## src/rtl/uart_rx.sv

```systemverilog
// uart_rx - oversampling UART receiver.
//
// The asynchronous rx line goes through a two-flop synchronizer. A frame of
// start, data (LSB first), optional parity and stop bits is then deframed
// with a tick counter that runs at OVERSAMPLE clocks per bit. The start bit
// is qualified at its middle, and every later bit is sampled one full bit
// period after that point.
//
// Ports:
//   clk         in   oversampling clock (OVERSAMPLE x baud), rising edge
//   rst_n       in   asynchronous active-low reset
//   rx          in   serial line, idle high, asynchronous to clk
//   data_pkg    out  last received word, held until the next valid
//   valid       out  one-cycle pulse when a frame completes
//   parity_err  out  parity mismatch on the last frame
//   frame_err   out  a stop bit was sampled low on the last frame
//   state_dbg_o out  current FSM state (debug observation)
//
// Handshake: valid is a one-cycle strobe with no ready. data_pkg,
// parity_err and frame_err are only meaningful from the cycle in which
// valid is high, and they stay stable until the next valid pulse.

module uart_rx #(
  parameter int DATA_WIDTH = 8,
  parameter int PARITY_ON  = 1,
  parameter int PARITY_ODD = 1,
  parameter int STOP_BIT   = 1,
  parameter int OVERSAMPLE = 16
) (
  input  logic                  clk,
  input  logic                  rst_n,
  input  logic                  rx,
  output logic [DATA_WIDTH-1:0] data_pkg,
  output logic                  valid,
  output logic                  parity_err,
  output logic                  frame_err,
  output logic [2:0]            state_dbg_o
);

  localparam int CW = $clog2(OVERSAMPLE);
  localparam int BW = $clog2(DATA_WIDTH + 1);
  localparam logic [CW-1:0] CNT_MID  = CW'(OVERSAMPLE / 2 - 1);
  localparam logic [CW-1:0] CNT_LAST = CW'(OVERSAMPLE - 1);
  localparam logic [BW-1:0] BIT_LAST = BW'(DATA_WIDTH - 1);
  localparam logic          STOP_LAST = (STOP_BIT == 2);

  typedef enum logic [2:0] {
    S_IDLE      = 3'd0,
    S_START     = 3'd1,
    S_DATA      = 3'd2,
    S_PARITY    = 3'd3,
    S_STOP      = 3'd4,
    S_WAIT_HIGH = 3'd5
  } state_e;

  state_e                state_q, state_d;
  logic                  rx_meta_q, rx_s_q;
  logic [CW-1:0]         cnt_q, cnt_d;
  logic [BW-1:0]         bitcnt_q, bitcnt_d;
  logic                  stopcnt_q, stopcnt_d;
  logic [DATA_WIDTH-1:0] shift_q, shift_d;
  logic                  perr_q, perr_d;
  logic                  ferr_q, ferr_d;
  logic [DATA_WIDTH-1:0] data_q, data_d;
  logic                  valid_q, valid_d;
  logic                  parity_err_q, parity_err_d;
  logic                  frame_err_q, frame_err_d;
  logic                  par_exp;
  logic [DATA_WIDTH:0]   shift_in;

  // Two-flop synchronizer; resets to the idle (high) line level.
  always_ff @(posedge clk or negedge rst_n) begin
    if (!rst_n) begin
      rx_meta_q <= 1'b1;
      rx_s_q    <= 1'b1;
    end else begin
      rx_meta_q <= rx;
      rx_s_q    <= rx_meta_q;
    end
  end

  // New bits enter at the MSB and move down, so after DATA_WIDTH shifts
  // the first (LSB-first) bit sits at bit 0.
  assign shift_in = {rx_s_q, shift_q};
  assign par_exp  = (PARITY_ODD != 0) ? ~^shift_q : ^shift_q;

  always_comb begin
    state_d      = state_q;
    cnt_d        = cnt_q + CW'(1);
    bitcnt_d     = bitcnt_q;
    stopcnt_d    = stopcnt_q;
    shift_d      = shift_q;
    perr_d       = perr_q;
    ferr_d       = ferr_q;
    data_d       = data_q;
    valid_d      = 1'b0;
    parity_err_d = parity_err_q;
    frame_err_d  = frame_err_q;

    case (state_q)
      S_IDLE: begin
        cnt_d  = '0;
        perr_d = 1'b0;
        ferr_d = 1'b0;
        if (!rx_s_q) state_d = S_START;
      end
      S_START: begin
        // Mid start bit: still high means a glitch shorter than half a bit.
        if (cnt_q == CNT_MID) state_d = rx_s_q ? S_IDLE : S_DATA;
      end
      S_DATA: begin
        if (cnt_q == CNT_LAST) begin
          cnt_d   = '0;
          shift_d = shift_in[DATA_WIDTH:1];
          if (bitcnt_q == BIT_LAST) state_d = (PARITY_ON != 0) ? S_PARITY : S_STOP;
          else bitcnt_d = bitcnt_q + BW'(1);
        end
      end
      S_PARITY: begin
        if (cnt_q == CNT_LAST) begin
          if (rx_s_q != par_exp) perr_d = 1'b1;
          state_d = S_STOP;
        end
      end
      S_STOP: begin
        if (cnt_q == CNT_LAST) begin
          cnt_d = '0;
          if (!rx_s_q) ferr_d = 1'b1;
          if (stopcnt_q == STOP_LAST) begin
            data_d       = shift_q;
            valid_d      = 1'b1;
            parity_err_d = (PARITY_ON != 0) && perr_q;
            frame_err_d  = ferr_q | ~rx_s_q;
            // A low line after an error (e.g. a break) must not retrigger START.
            state_d = (ferr_q | ~rx_s_q | perr_q) ? S_WAIT_HIGH : S_IDLE;
          end else begin
            stopcnt_d = stopcnt_q + 1'b1;
          end
        end
      end
      S_WAIT_HIGH: begin
        cnt_d = '0;
        if (rx_s_q) state_d = S_IDLE;
      end
      default: state_d = S_IDLE;
    endcase

    // Every state starts with fresh counters.
    if (state_d != state_q) begin
      cnt_d     = '0;
      bitcnt_d  = '0;
      stopcnt_d = 1'b0;
    end
  end

  always_ff @(posedge clk or negedge rst_n) begin
    if (!rst_n) begin
      state_q      <= S_IDLE;
      cnt_q        <= '0;
      bitcnt_q     <= '0;
      stopcnt_q    <= 1'b0;
      shift_q      <= '0;
      perr_q       <= 1'b0;
      ferr_q       <= 1'b0;
      data_q       <= '0;
      valid_q      <= 1'b0;
      parity_err_q <= 1'b0;
      frame_err_q  <= 1'b0;
    end else begin
      state_q      <= state_d;
      cnt_q        <= cnt_d;
      bitcnt_q     <= bitcnt_d;
      stopcnt_q    <= stopcnt_d;
      shift_q      <= shift_d;
      perr_q       <= perr_d;
      ferr_q       <= ferr_d;
      data_q       <= data_d;
      valid_q      <= valid_d;
      parity_err_q <= parity_err_d;
      frame_err_q  <= frame_err_d;
    end
  end

  assign data_pkg    = data_q;
  assign valid       = valid_q;
  assign parity_err  = parity_err_q;
  assign frame_err   = frame_err_q;
  assign state_dbg_o = state_q;

endmodule

```

## config.mk

```make
export PLATFORM = sky130hd
export DESIGN_NAME = uart_rx
export DESIGN_NICKNAME = d
export VERILOG_FILES = /design/src/rtl/uart_rx.sv
export SDC_FILE = /design/constraint.sdc
export NUM_CORES = 1
export LEC_CHECK = 0
export CORE_MARGIN = 1
export CORE_UTILIZATION = 55
export DETAILED_ROUTE_END_ITERATION = 10
export PLACE_DENSITY_LB_ADDON = 0.15
export SLEW_MARGIN = 20
export SYNTH_ARGS = -nofsm -noshare
export SYNTH_HDL_FRONTEND = slang
export SYNTH_SLANG_ARGS = --single-unit
```

## constraint.sdc

```tcl
create_clock -name clk -period 3.07 [get_ports clk]
set_input_delay 0.614 -clock clk [delete_from_list [all_inputs] [get_ports clk]]
set_output_delay 0.614 -clock clk [all_outputs]
set_load 0.005 [all_outputs]
```

## Word-level counts from Yosys, hierarchy flattened

Index checks and enable logic that the tools add are counted.
W data, S select, Z words.

| word-level totals | value |
|---|---|
| bits in latches | 0 |
| memories | 0 |
| bits in writable memories | 0 |
| bits in registers | 35 |
| logic and storage cells | 81 |
| memory bits (read-only) | 0 |

| operators by class | value |
|---|---|
| add/subtract/negate cells | 3 |
| reduce and logical (&&, ||, !) cells | 15 |
| multiply operators | 0 |
| multiplexer cells | 31 |
| bitwise gates (word level) | 4 |
| $lt $le $gt $ge | 0 |
| divide/modulo/power cells | 0 |
| shift operators | 0 |
| equality and inequality tests | 15 |

Operators with widths:

| cell | number |
|---|---|
| $mux W3 | 9 |
| $mux W4 | 6 |
| $pmux W3 S6 | 1 |
| $reduce_and A3 Y1 | 4 |
| $mux W1 | 11 |
| $reduce_bool A2 Y1 | 5 |
| $add A4 B1 Y4 const B | 2 |
| $eq A4 B3 Y1 const B | 2 |
| $ne A2 B2 Y1 const B | 4 |
| $pmux W4 S2 | 1 |
| $reduce_xnor A8 Y1 | 1 |
| $eq A3 B2 Y1 const B | 2 |
| $eq A3 B3 Y1 const B | 2 |
| $eq A4 B4 Y1 const B | 1 |
| $pmux W1 S2 | 2 |
| $reduce_and A2 Y1 | 2 |
| $reduce_or A2 Y1 | 2 |
| $eq A3 B1 Y1 const B | 1 |
| $logic_not A3 Y1 | 1 |
| $ne A3 B3 Y1 | 1 |
| $mux W2 | 1 |
| $ne A2 B1 Y1 const B | 1 |
| $not A1 Y1 | 2 |
| $or A1 B1 Y1 | 2 |
| other kinds (2) | 2 |

## Depth between registers and ports, before layout

| depth | value |
|---|---|
| word-level depth | 10 |
| depth in mapped cells | 8 |
| depth with buffers taken out | 6 |

## Least setup slack after synthesis

Ideal clock, no wire load.

| timing | value |
|---|---|
| path type | flip-flop to flip-flop |
| start point | register cnt_q[0] |
| end point | register cnt_q[2] |
| path slack | 1343 ps |
| arrival | 1616 ps |
| stages on the path, launching flop included | 7 |
| path buffers | 1 |
| path through | dfrtp_1 > ha_1 > and4b_1 > buf_6 > a32oi_1 > o311ai_2 > a2111oi_2 |

| on the way | value |
|---|---|
| cells in the longest elaborated chain, start to end | 5 |
| elaborated cells between the ends (all ways) | 12 |
| those cells by class | add/sub (1); eq/ne (3); mux (8) |

RTL lines:

| what | RTL line | source |
|---|---|---|
| start, declared | 58 | `logic [CW-1:0] cnt_q, cnt_d;` |
| start signal, assigned | 171 | `cnt_q <= cnt_d;` |
| $eq A4 B4 Y1 / $eq A4 B3 Y1 (equally long branches) | - |  |
| $mux W3, on equally long branches | - |  |
| $pmux W3 S6 | 100 | `case (state_q)` |
| $ne A3 B3 Y1 | 149 | `if (state_d != state_q) begin` |
| $mux W4 (*) | 149 |  |
| net cnt_d[2] | 58 |  |

The timed path passes the listed nets; every way through them passes the cells marked *.
A chain may end at the register's enable or synchronous reset.

## Final worst setup path

| timing | value |
|---|---|
| start point | register state_q[2] (netlist: state_dbg_o[2]) |
| end point | output state_dbg_o[2] |

RTL lines:

| what | RTL line | source |
|---|---|---|
| start, declared | 56 | `state_e state_q, state_d;` |
| start signal, assigned | 170 | `state_q <= state_d;` |
| end, declared | 37 | `output logic [2:0] state_dbg_o` |

No word-level cell between the ends.

==> flow_summary.yaml <==
cells_and_area:
  area.sequential_um2: 853
  n_antenna_cell: 0
  multiInputGateArea_um2: 764
  nNetsFinal: 163
  final_cell_mix: "dfrtp_1 (32), mux2_2 (17), clkdlybuf4s50_1 (16)"
  finalNonFillerCells: 190
  mostFrequentLayoutCell: "dfrtp_1"
  syn_to_final_growth_pct: 16.4
  drive_above_1_share_pct: 22.6
  fillers: 212
sta:
  max_freq_ghz: 0.446
  worstMarginPinSlew_ns: 0.574
  fin_crit_sh_pct: 73.0
  setup_slack_ns: 0.830
  hold_viol: 0
  setup_violations: 0
  min_period_ns: 2.24
  fin_skew_ns: 0.0103
  drv_slew: 0
  fin_tns_setup_ns: 0
  max-slew-margin-rel_pct: 61.7
  rsz0062_at_grt: "false"
grt:
  grt_max_degree: 35
  grt-ovfl-total: 0
  track_usage_pct: 21.1
  antenna_found_initial: 0
  grt_pass1_vias: 1124
  grt_first_pass_wirelength_um: 5060
synthesis:
  muxShareOfSynthArea_pct: 12.6
  yosys_warnings: 0
  synth-edff-count: 0
  seq_area_frac_synth_pct: 50.7
  yosysUniqueCellTypes: 41
  synth-simple-area-share_pct: 14.4
  netlist_instances: 141
  synthArstFlopShare_pct: 100
  synth_compound_area_share_pct: 10.9
  syn_nets: 146
  yosys.area_share.xor_xnor_pct: 6.02
  synth_top_family_by_area: "simple AND/OR/NAND/NOR gates"
  syn_area_um2: 1680
  synth.avg_cell_area_um2: 11.9
  synthAdderAreaFrac_pct: 1.49
  synth_ff_type: "dfrtp_1"
  synth-seq-cells: 34
floorplanning:
  dieArea_um2: 3290
  fp-row-count: 19
  pin_count: 17
  fp.dieH_um: 57.3
  initial_core_util_pct: 59.5
  die_w_um: 57.3
  core_um2: 2830
power:
  vdd.ir_drop.worst_mv: 0.611
  powerDensity_nw_per_um2: 654
  leakagePower_nw: 0.944
min_path:
  hold_depth: 0
  worstHoldStart: "rx_meta_q"
  hold_end: "rx_s_q"
  worst_hold_path_type: "reg2reg"
clocking:
  clk_pin_slew_ns: 0.10
  clk_latency_ns: 0.34
  cts_tree: "done"
  clock-root-buffer: "clkbuf_4"
  cts.sinks: 34
  ctsHoldBuffers: 0
  clk_path_buf_depth: 2
  htreeDepth: 2
  post_cts_buffers: 0
  cts_buffers: 5
  cts-resized-gates: 0
critical_path:
  cp-start-kind: "register"
  cp-end-kind: "primary output"
  cp.required_ns: 2.46
  cp_top_family: "flip-flops"
  worstPathMaxFanout: 18
  r2r_start: "cnt_q[0]"
  crit_path_max_incr_delay_ns: 0.68
  critical_path_class: "reg2out"
  reg2reg_to: "shift_q[2]"
  rr_worst_depth: 4
  cp_cell_sequence: "clkdlybuf4s50_1"
  slowest_stage: "dfrtp_1"
  path_buf_inv: 1
  ff2ff_setup_slack_ns: 1.10
  worstPathArrival_ns: 1.63
drt:
  drc: 2
  firstDrtPassIters: 9
  wl_um: 2920
  vias: 1119
  antenna_left: 0
  first_iter_violations: 38
  wire_per_inst_um: 15.4
  vias_per_cell: 5.89
placed_design:
  dp.cells: 182
  place_congestion: 0.774
  place.port_buffers: 16
  dp_slack_ns: 1.10
  dp_hpwl_um: 2020
outcome:
  status: "finished, violations left"
  violations: "DRC"
run:
  drv_cap: 0
==> metrics by stage <==
| stage | utilization [%] | hold WS, ns | cell area, µm² | power, mW |
|---|---|---|---|---|
| floorplan | - | 0.318 | 1680 | 0.787 |
| global placement | 65.3 | 0.348 | 1850 | 0.853 |
| detailed placement | 65.3 | 0.351 | 1850 | 0.867 |
| CTS | 69.2 | 0.369 | 1960 | 1.29 |
| global route | 69.2 | 0.373 | 1960 | 1.36 |
| finish | 69.2 | 0.369 | 1960 | 1.28 |
==> cell type report <==
cell class	instances	share of cell area (%)
multi-input combinational	95	39.0
sequential	34	43.6
clock inverter	2	3.07
tap	31	1.98
clock buffer	6	2.62
inverter	4	0.767
timing repair buffer	18	8.95
==> where the power goes <==
part	switching, mW	internal (mW)	total, mW	leakage (nW)
clock network	0.144	0.276	0.419	0.0585
logic	0.132	0.140	0.273	0.429
registers	0.0928	0.496	0.589	0.456
total	0.369	0.912	1.28	0.944
==> synthesized netlist by cell type, types with 3 or more instances <==
cell type  number  share of area, %
dfrtp_1        32                48
mux2_2         17                11
nand3_1         7               2.1
nand2_1         6               1.3
nor3_1          6               1.8
xnor2_1         6               3.1
o21ai_0         5               1.5
a21oi_1         4               1.2
buf_2           4               1.2
inv_1           4              0.89
nand2b_1        4               1.5
a21o_1          3               1.3
and2_1          3               1.1
nor2_1          3              0.67
xor2_1          3               1.6
==> how the worst max path moves through the flow <==
stage / start / endpoint / slack, ns / cells past startpoint
floorplan: cnt_q[0] / cnt_q[2] / 1.34 / 6
global placement: cnt_q[0] / shift_q[6] / 1.20 / 4
detailed placement: cnt_q[0] / cnt_q[2] / 1.10 / 5
CTS: state_dbg_o[2] / state_dbg_o[2] / 0.82 / 1
global route: state_dbg_o[2] / state_dbg_o[2] / 0.77 / 1
finish: state_dbg_o[2] / state_dbg_o[2] / 0.83 / 1
==> state kept, by name (all words and copies together) (netlist names) <==
name and flops:
rx_s_q 1, bitcnt_q 4, perr_q 1, ferr_q 1, data_pkg 8, valid 1, frame_err 1, shift_q 8
state_dbg_o 3, rx_meta_q 1, parity_err 1, cnt_q 4
==> layer usage <==
metal / wire length [µm] / global-route usage [%]
met1: 1340 / 26.5
met4: 68 / 13.2
met3: 118 / 5.22
met2: 1390 / 32.9
met5: 0 / 0
==> cell families (layout without fill, tap and decap cells) <==
group / count (synthesis) / in the layout
mux: 19 / 19
compound gates: 24 / 24
xor+xnor: 10 / 10
buf+inv: 12 / 30
flops: 34 / 34
simple gates: 40 / 40
fa+ha+maj: 2 / 2
Power figures use the tool's default switching activity.
